$ cat src/rtl/accumulator_bank_if.sv
// Request/response bundle between the systolic column and the accumulator bank.
// The column side (master) drives accumulate, preload, read and bulk-clear
// requests; the bank (slave) returns registered read data and status flags.
interface accumulator_bank_if #(
    parameter int DATA_W = 45,
    parameter int COMP_W = 14,
    parameter int ADDR_W = 3
);
    // accumulate request
    logic                     acc_wr_en;
    logic [ADDR_W-1:0]        acc_wr_addr;
    logic signed [DATA_W-1:0] psum_in;
    // preload request
    logic                     comp_wr_en;
    logic [ADDR_W-1:0]        comp_wr_addr;
    logic signed [COMP_W-1:0] comp_in;
    // read request
    logic                     rd_en;
    logic [ADDR_W-1:0]        rd_addr;
    logic                     rd_clear;
    // bulk clear
    logic                     clr_all;
    // response / status
    logic                     rd_valid;
    logic signed [DATA_W-1:0] rd_data;
    logic                     busy;
    logic                     sat_flag;
    logic                     drop_flag;

    modport master (
        output acc_wr_en, acc_wr_addr, psum_in,
        output comp_wr_en, comp_wr_addr, comp_in,
        output rd_en, rd_addr, rd_clear, clr_all,
        input  rd_valid, rd_data, busy, sat_flag, drop_flag
    );

    modport slave (
        input  acc_wr_en, acc_wr_addr, psum_in,
        input  comp_wr_en, comp_wr_addr, comp_in,
        input  rd_en, rd_addr, rd_clear, clr_all,
        output rd_valid, rd_data, busy, sat_flag, drop_flag
    );
endinterface

$ cat src/rtl/accumulator_bank.sv
// Bank of DEPTH signed accumulators below one systolic-array column.
// Each entry can be preloaded with a sign-extended compensation value,
// accumulated with saturation or wrap, read with optional clear, and swept
// to zero by a DEPTH-cycle bulk-clear sequencer.

// One accumulator entry. Priority at an edge: preload > accumulate > clear.
// A clear that coincides with an accumulate makes the add start from zero.
module accumulator_bank_entry #(
    parameter int DATA_W   = 45,
    parameter int SATURATE = 1
) (
    input  logic              clk,
    input  logic              rst_n,
    input  logic              acc_hit,
    input  logic              comp_hit,
    input  logic              clr_hit,
    input  logic [DATA_W-1:0] psum,
    input  logic [DATA_W-1:0] comp_ext,
    output logic [DATA_W-1:0] value,
    output logic              ovf
);
    localparam logic [DATA_W-1:0] MAX_V = {1'b0, {(DATA_W-1){1'b1}}};
    localparam logic [DATA_W-1:0] MIN_V = {1'b1, {(DATA_W-1){1'b0}}};

    logic [DATA_W-1:0] base;
    logic [DATA_W:0]   sum;
    logic              ovf_raw;
    logic [DATA_W-1:0] nxt;

    // One-bit-wider add; the two top bits disagree exactly when the result is out of range
    always_comb begin
        base    = clr_hit ? '0 : value;
        sum     = {base[DATA_W-1], base} + {psum[DATA_W-1], psum};
        ovf_raw = sum[DATA_W] ^ sum[DATA_W-1];
        nxt     = sum[DATA_W-1:0];
        if (ovf_raw && (SATURATE != 0))
            nxt = sum[DATA_W] ? MIN_V : MAX_V;
        // a psum discarded by a colliding preload never raises the flag
        ovf     = acc_hit & ~comp_hit & ovf_raw;
    end

    // Entry storage update
    always_ff @(posedge clk or negedge rst_n) begin
        if (!rst_n)        value <= '0;
        else if (comp_hit) value <= comp_ext;
        else if (acc_hit)  value <= nxt;
        else if (clr_hit)  value <= '0;
    end
endmodule

module accumulator_bank #(
    parameter int DATA_W   = 45,
    parameter int COMP_W   = 14,
    parameter int DEPTH    = 8,
    parameter int ADDR_W   = 3,
    parameter int SATURATE = 1
) (
    input  logic               clk,
    input  logic               rst_n,
    accumulator_bank_if.slave  bus
);
    typedef enum logic {IDLE, CLEAR} state_t;

    state_t                        state_q;
    logic [ADDR_W-1:0]             cnt_q;
    logic                          busy_q;
    logic                          sat_q;
    logic                          drop_q;
    logic                          rd_valid_q;
    logic [DATA_W-1:0]             rd_data_q;

    logic [DEPTH-1:0][DATA_W-1:0]  entry_q;
    logic [DEPTH-1:0]              ovf;
    logic [DATA_W-1:0]             comp_ext;
    logic                          idle;
    logic                          sweep_last;
    logic                          sat_ev;
    logic                          drop_ev;

    assign idle       = (state_q == IDLE);
    assign sweep_last = !idle && (cnt_q == ADDR_W'(DEPTH-1));
    assign comp_ext   = DATA_W'($signed(bus.comp_in));
    assign sat_ev     = |ovf;
    // writes arriving while the sweep owns the array are lost, not deferred
    assign drop_ev    = !idle && (bus.acc_wr_en || bus.comp_wr_en);

    for (genvar i = 0; i < DEPTH; i++) begin : g_entry
        logic acc_hit, comp_hit, clr_hit;
        assign acc_hit  = idle && bus.acc_wr_en  && (bus.acc_wr_addr  == ADDR_W'(i));
        assign comp_hit = idle && bus.comp_wr_en && (bus.comp_wr_addr == ADDR_W'(i));
        assign clr_hit  = (bus.rd_en && bus.rd_clear && (bus.rd_addr == ADDR_W'(i)))
                        || (!idle && (cnt_q == ADDR_W'(i)));

        accumulator_bank_entry #(
            .DATA_W   (DATA_W),
            .SATURATE (SATURATE)
        ) u_entry (
            .clk      (clk),
            .rst_n    (rst_n),
            .acc_hit  (acc_hit),
            .comp_hit (comp_hit),
            .clr_hit  (clr_hit),
            .psum     (bus.psum_in),
            .comp_ext (comp_ext),
            .value    (entry_q[i]),
            .ovf      (ovf[i])
        );
    end

    // Bulk-clear sequencer: one entry per cycle, DEPTH cycles, busy registered
    always_ff @(posedge clk or negedge rst_n) begin
        if (!rst_n) begin
            state_q <= IDLE;
            cnt_q   <= '0;
            busy_q  <= 1'b0;
        end else begin
            case (state_q)
                IDLE: begin
                    if (bus.clr_all) begin
                        state_q <= CLEAR;
                        cnt_q   <= '0;
                        busy_q  <= 1'b1;
                    end
                end
                CLEAR: begin
                    if (sweep_last) begin
                        state_q <= IDLE;
                        cnt_q   <= '0;
                        busy_q  <= 1'b0;
                    end else begin
                        cnt_q   <= cnt_q + ADDR_W'(1);
                    end
                end
                default: begin
                    state_q <= IDLE;
                    busy_q  <= 1'b0;
                end
            endcase
        end
    end

    // Sticky flags; the sweep's last edge resets them but a same-cycle event survives
    always_ff @(posedge clk or negedge rst_n) begin
        if (!rst_n) begin
            sat_q  <= 1'b0;
            drop_q <= 1'b0;
        end else if (sweep_last) begin
            sat_q  <= sat_ev;
            drop_q <= drop_ev;
        end else begin
            sat_q  <= sat_q  | sat_ev;
            drop_q <= drop_q | drop_ev;
        end
    end

    // Registered read port: samples pre-write contents, rd_data holds between reads
    always_ff @(posedge clk or negedge rst_n) begin
        if (!rst_n) begin
            rd_valid_q <= 1'b0;
            rd_data_q  <= '0;
        end else begin
            rd_valid_q <= bus.rd_en;
            if (bus.rd_en)
                rd_data_q <= entry_q[bus.rd_addr];
        end
    end

    assign bus.rd_valid  = rd_valid_q;
    assign bus.rd_data   = rd_data_q;
    assign bus.busy      = busy_q;
    assign bus.sat_flag  = sat_q;
    assign bus.drop_flag = drop_q;
endmodule

$ cat src/flat_wrapper.sv
// flat-port wrapper written by rule: the top's interface ports become plain ports
module accumulator_bank_flat 
#(
    parameter int DATA_W   = 45,
    parameter int COMP_W   = 14,
    parameter int DEPTH    = 8,
    parameter int ADDR_W   = 3,
    parameter int SATURATE = 1
)
  (clk, rst_n, bus_acc_wr_en, bus_acc_wr_addr, bus_psum_in, bus_comp_wr_en, bus_comp_wr_addr, bus_comp_in, bus_rd_en, bus_rd_addr, bus_rd_clear, bus_clr_all, bus_rd_valid, bus_rd_data, bus_busy, bus_sat_flag, bus_drop_flag);
  accumulator_bank_if #(.DATA_W(DATA_W), .COMP_W(COMP_W), .ADDR_W(ADDR_W)) bus_i ();
  input  logic clk;
  input  logic rst_n;
  input wire logic [$bits(bus_i.acc_wr_en)-1:0] bus_acc_wr_en;
  input wire logic [$bits(bus_i.acc_wr_addr)-1:0] bus_acc_wr_addr;
  input wire logic [$bits(bus_i.psum_in)-1:0] bus_psum_in;
  input wire logic [$bits(bus_i.comp_wr_en)-1:0] bus_comp_wr_en;
  input wire logic [$bits(bus_i.comp_wr_addr)-1:0] bus_comp_wr_addr;
  input wire logic [$bits(bus_i.comp_in)-1:0] bus_comp_in;
  input wire logic [$bits(bus_i.rd_en)-1:0] bus_rd_en;
  input wire logic [$bits(bus_i.rd_addr)-1:0] bus_rd_addr;
  input wire logic [$bits(bus_i.rd_clear)-1:0] bus_rd_clear;
  input wire logic [$bits(bus_i.clr_all)-1:0] bus_clr_all;
  output wire logic [$bits(bus_i.rd_valid)-1:0] bus_rd_valid;
  output wire logic [$bits(bus_i.rd_data)-1:0] bus_rd_data;
  output wire logic [$bits(bus_i.busy)-1:0] bus_busy;
  output wire logic [$bits(bus_i.sat_flag)-1:0] bus_sat_flag;
  output wire logic [$bits(bus_i.drop_flag)-1:0] bus_drop_flag;
  assign bus_i.acc_wr_en = bus_acc_wr_en;
  assign bus_i.acc_wr_addr = bus_acc_wr_addr;
  assign bus_i.psum_in = bus_psum_in;
  assign bus_i.comp_wr_en = bus_comp_wr_en;
  assign bus_i.comp_wr_addr = bus_comp_wr_addr;
  assign bus_i.comp_in = bus_comp_in;
  assign bus_i.rd_en = bus_rd_en;
  assign bus_i.rd_addr = bus_rd_addr;
  assign bus_i.rd_clear = bus_rd_clear;
  assign bus_i.clr_all = bus_clr_all;
  assign bus_rd_valid = bus_i.rd_valid;
  assign bus_rd_data = bus_i.rd_data;
  assign bus_busy = bus_i.busy;
  assign bus_sat_flag = bus_i.sat_flag;
  assign bus_drop_flag = bus_i.drop_flag;
  accumulator_bank #(.DATA_W(DATA_W), .COMP_W(COMP_W), .DEPTH(DEPTH), .ADDR_W(ADDR_W), .SATURATE(SATURATE)) u_core (.clk(clk), .rst_n(rst_n), .bus(bus_i));
endmodule
$ cat config.mk
export PLATFORM = sky130hd
export DESIGN_NAME = accumulator_bank_flat
export DESIGN_NICKNAME = d
export VERILOG_FILES = /design/src/rtl/accumulator_bank_if.sv /design/src/rtl/accumulator_bank.sv /design/src/flat_wrapper.sv
export SDC_FILE = /design/constraint.sdc
export NUM_CORES = 2
export LEC_CHECK = 0
export ABC_AREA = 1
export BUFFER_PORTS_ARGS = -buffer_cell sky130_fd_sc_hd__buf_2
export CAP_MARGIN = 20
export CORE_ASPECT_RATIO = 1.25
export CORE_MARGIN = 2
export CORE_UTILIZATION = 45
export DETAILED_ROUTE_END_ITERATION = 10
export PLACE_DENSITY_LB_ADDON = 0.25
export RECOVER_POWER = 100
export SLEW_MARGIN = 20
export SYNTH_ARGS = -nofsm -noshare
export SYNTH_HDL_FRONTEND = slang
export SYNTH_SLANG_ARGS = --single-unit
$ cat constraint.sdc
create_clock -name clk -period 4.9 [get_ports clk]
set_input_delay 0.245 -clock clk [delete_from_list [all_inputs] [get_ports clk]]
set_output_delay 0.245 -clock clk [all_outputs]
set_load 0.02 [all_outputs]
==> results by group <==
Placed design
  – Area of placed instances: 52,100 µm²
  – I/O Buffers: 123
  – DP HPWL: 206 mm
  – Placed Cells: 9,812
  – Final Wtd Congestion: 1.12

Min path
  – Worst Hold Launch: bus_comp_in[0]
  – Hold Path Stages: 3
  – Hold endpoint: u_core.g_entry[0].u_entry.value[0]$_DFF_PN0_
  – Hold WC Path Type: input pin to flop

Critical path
  – Worst path arrival time: 5.31 ns
  – Req. time, crit path: 5.44 ns
  – R2r startpoint: u_core.cnt_q[0]$_DFFE_PN0P_
  – WP buf/inv: 3
  – CP top delay family: simple AND/OR/NAND/NOR gates
  – Reg2Reg Capture Point: u_core.g_entry[4].u_entry.value[39]$_DFF_PN0_
  – Setup crit end kind: flop
  – Worst reg-to-reg setup slack: 0.13 ns
  – CP peak stage delay: 0.49 ns
  – Startpoint Class: flop
  – Crit-path most repeated cell: nand2_1
  – Crit-path cells: inv_1 > ha_1 > a32o_1 > buf_12 > nor2_1 > ha_1 > nand2_1 > nand2_1 > a21boi_0 > nand2_1 > a21oi_1 > nand3_1 > nand2_1 > nand2_1 > nand2_1 > nand2_1 > inv_2 > nand2_1 > nand2_1 > nand2_1
  – Kind of critical path: flop to flop
  – Crit path max fanout: 46
  – Worst Reg2Reg Path Length in Cells: 20
  – Critical-path top delay cell: nand2_1

Die
  – Die area: 114,000 µm²
  – Die Y-Extent: 377 µm
  – Num ports: 124
  – Core footprint: 110,000 µm²
  – Site Rows: 136
  – Die Wd: 302 µm
  – Initial Util: 0.454

Global routing
  – First-pass GRT wire length: 373 mm
  – Largest net degree at the start of global routing: 109
  – Vias in the first global route: 54,889
  – Overflow after GRT: 0
  – Initial antenna violation count: 25
  – GRT Util Overall: 0.450

Power and ir drop
  – Peak supply drop: 0.488 mV
  – Sw Pwr: 18,200 µW
  – Flop pwr share: 0.170
  – Combinational share of power: 0.699
  – Leak: 0.0280 µW
  – Internal cell power: 13,800 µW
  – Pwr/cell area: 595 nW/µm²
  – Sw Share: 0.568
  – Clk network pwr share: 0.132

Yosys
  – Yosys reg bits: 413
  – Post-synth ARST share: 1.00
  – Post-synth EDFFs: 0
  – Ys Warns: 0
  – Dominant synthesized flop cell: dfrtp_1
  – Net count of the mapped netlist: 8,850
  – Synthesized cell area: 50,000 µm²
  – Gate Count Post-Synth: 8,401
  – Yosys cell types: 53
  – Top-count cell post-synth: nand2_1
  – Leading post-synthesis cells by cell area: dfrtp_1, nand2_1, ha_1
  – Yosys top cell by area: dfrtp_1
  – Synth top area share: 0.207
  – Seq/Total Area, Yosys: 0.207
  – Post-synth top cells: nand2_1, inv_1, nor2_1, a21oi_1, o21ai_0
  – Avg Cell Area, Syn: 5.95 µm²

Outcome
  – Status: finished with violations
  – Violated checks: max-capacitance violations, max-slew violations

Timing
  – Clock skew: 0.0301 ns
  – Max-slew violations: 468
  – Worst rel slew slack: -1.74
  – Final setup fails: 0
  – Min Tclk post-route: 4.77 ns
  – FMAX: 210 MHz
  – Worst-margin pin slew: 4.11 ns
  – Hold Fails Final Rpt: 0
  – Tcrit/Tclk final: 0.973

CTS
  – CTS tree: yes
  – CTS sink count: 413
  – Num CTS Buffers: 51
  – CTS H-tree depth: 2
  – Clk buf depth: 3
  – CTS root buffer: clkbuf_16
  – Clock Latency Late Sink: 0.67 ns
  – Worst-path clk slew: 0.07 ns

Drt
  – Mean routed wirelength per cell: 26.5 µm
  – Detail Route Antenna Nets: 0
  – Vias per std cell: 5.99
  – DRC: 0
  – Aggregate routed wire length: 263 mm
  – Initial DRC Count: 7,798
  – Vias after detailed routing: 59,487
  – Pre-antenna DRT Iters: 6

Final layout
  – Filler cells: 12,003
  – Final Instance Area: 53,800 µm²
  – Finished Layout Cells: 9,926
  – Nets: 8,871
  – Layout cell share with drive strength beyond 1: 0.0482
  – Area Growth Syn to Fin: 7.72%

Run
  – Max_cap viols: 5
==> cell usage in the layout (no fill, tap or decap), drive strengths merged, types with 93 or more instances in the layout <==
cell	Yosys	routed
o22ai	110	110
inv	1168	1174
dfrtp	413	413
nand4	104	104
o21ai	680	680
a21oi	674	674
nor2	1058	1058
xnor2	115	115
xor2	142	142
clkbuf	168	122
nand3	399	399
nand2	2409	2409
ha	366	366
buf	106	176
o21bai	93	93
==> worst min-delay path, cell delays in order <==
cell and delay, ns:
buf_2 0.24, nand2_1 0.13, nand2_1 0.05
==> power by group through the flow <==
stage          registers, µW  logic [µW]  clock network [µW]
6_report                5430       22400                4220
3_3_place_gp            5380       21700                   0
4_1_cts                 5360       21800                4230
3_5_place_dp            5420       21600                   0
5_1_grt                 5500       24200                4340
2_1_floorplan           5210       14800                   0
==> state kept, by name, indices dropped and copies added (netlist names) <==
register and cells:
u_core.g_entry.u_entry.value 360, u_core.bus.rd_data 45, u_core.cnt_q 3, u_core.bus.busy 1
u_core.bus.drop_flag 1, u_core.bus.rd_valid 1, u_core.bus.sat_flag 1, u_core.state_q 1
==> per-layer routing <==
metal  global-route usage  part of all wire  vias up
met1                0.585              0.39    27823
met4                0.317             0.085       16
met5                    0           0.00045        -
met2                0.658              0.41     3595
met3               0.0990              0.12      717
li1                     -                 -    27336
==> cell type report <==
| cell class | instances | area [µm²] | area share |
|---|---|---|---|
| sequential | 413 | 10300 | 0.192 |
| inverter | 1175 | 4410 | 0.0819 |
| antenna | 15 | 37.5 | 0.000697 |
| tap | 1449 | 1810 | 0.0337 |
| clock buffer | 60 | 1390 | 0.0258 |
| clock inverter | 33 | 389 | 0.00723 |
| multi-input combinational | 6539 | 33900 | 0.630 |
| timing repair buffer | 242 | 1560 | 0.0290 |
==> worst max-delay path by stage <==
stage | startpoint | end | slack, ns | depth (start not counted)
floorplan | bus_rd_en | u_core.g_entry[1].u_entry.value[33]$_DFF_PN0_ | 1.19 | 23
global placement | u_core.cnt_q[0]$_DFFE_PN0P_ | u_core.bus.sat_flag$_DFF_PN0_ | -0.17 | 23
detailed placement | u_core.cnt_q[0]$_DFFE_PN0P_ | u_core.bus.sat_flag$_DFF_PN0_ | -0.15 | 23
CTS | u_core.cnt_q[0]$_DFFE_PN0P_ | u_core.bus.sat_flag$_DFF_PN0_ | 0.03 | 23
global route | u_core.cnt_q[0]$_DFFE_PN0P_ | u_core.bus.sat_flag$_DFF_PN0_ | -0.004 | 23
finish | u_core.cnt_q[0]$_DFFE_PN0P_ | u_core.g_entry[4].u_entry.value[39]$_DFF_PN0_ | 0.13 | 20
==> stage by stage <==
step / total power [µW] / utilization / TNS, ns / worst slack, ns / hold WS, ns
6_report: 32000 / 0.489 / 0 / 0.132 / 0.0481
5_1_grt: 34000 / 0.489 / -0.00395 / -0.00395 / 0.0425
4_1_cts: 31400 / 0.490 / 0 / 0.0274 / 0.00427
3_5_place_dp: 27000 / 0.474 / -0.154 / -0.154 / 0.241
3_3_place_gp: 27100 / 0.474 / -0.165 / -0.165 / 0.249
2_1_floorplan: 20000 / - / 0 / 1.19 / -0.0506
==> logic make-up after synthesis <==
kind of cell             synth area share
adder cells (fa/ha/maj)            0.0948
AO/OA/AOI/OAI                       0.207
AND/OR/NAND/NOR                     0.331
flip-flops                          0.207
buffers and inverters               0.115
XOR/XNOR                           0.0450
==> repair_timing <==
| item | CTS | global route |
|---|---|---|
| pin swaps | 0 | 0 |
| endpoints found under the setup margin | 1 | 1 |
| hold buffers | 4 | 0 |
| setup buffers | 0 | 0 |
| gates resized for setup | 2 | 6 |
| endpoints found under the hold margin | 82 | 0 |
No activity file was read; power rests on OpenSTA's default activity.
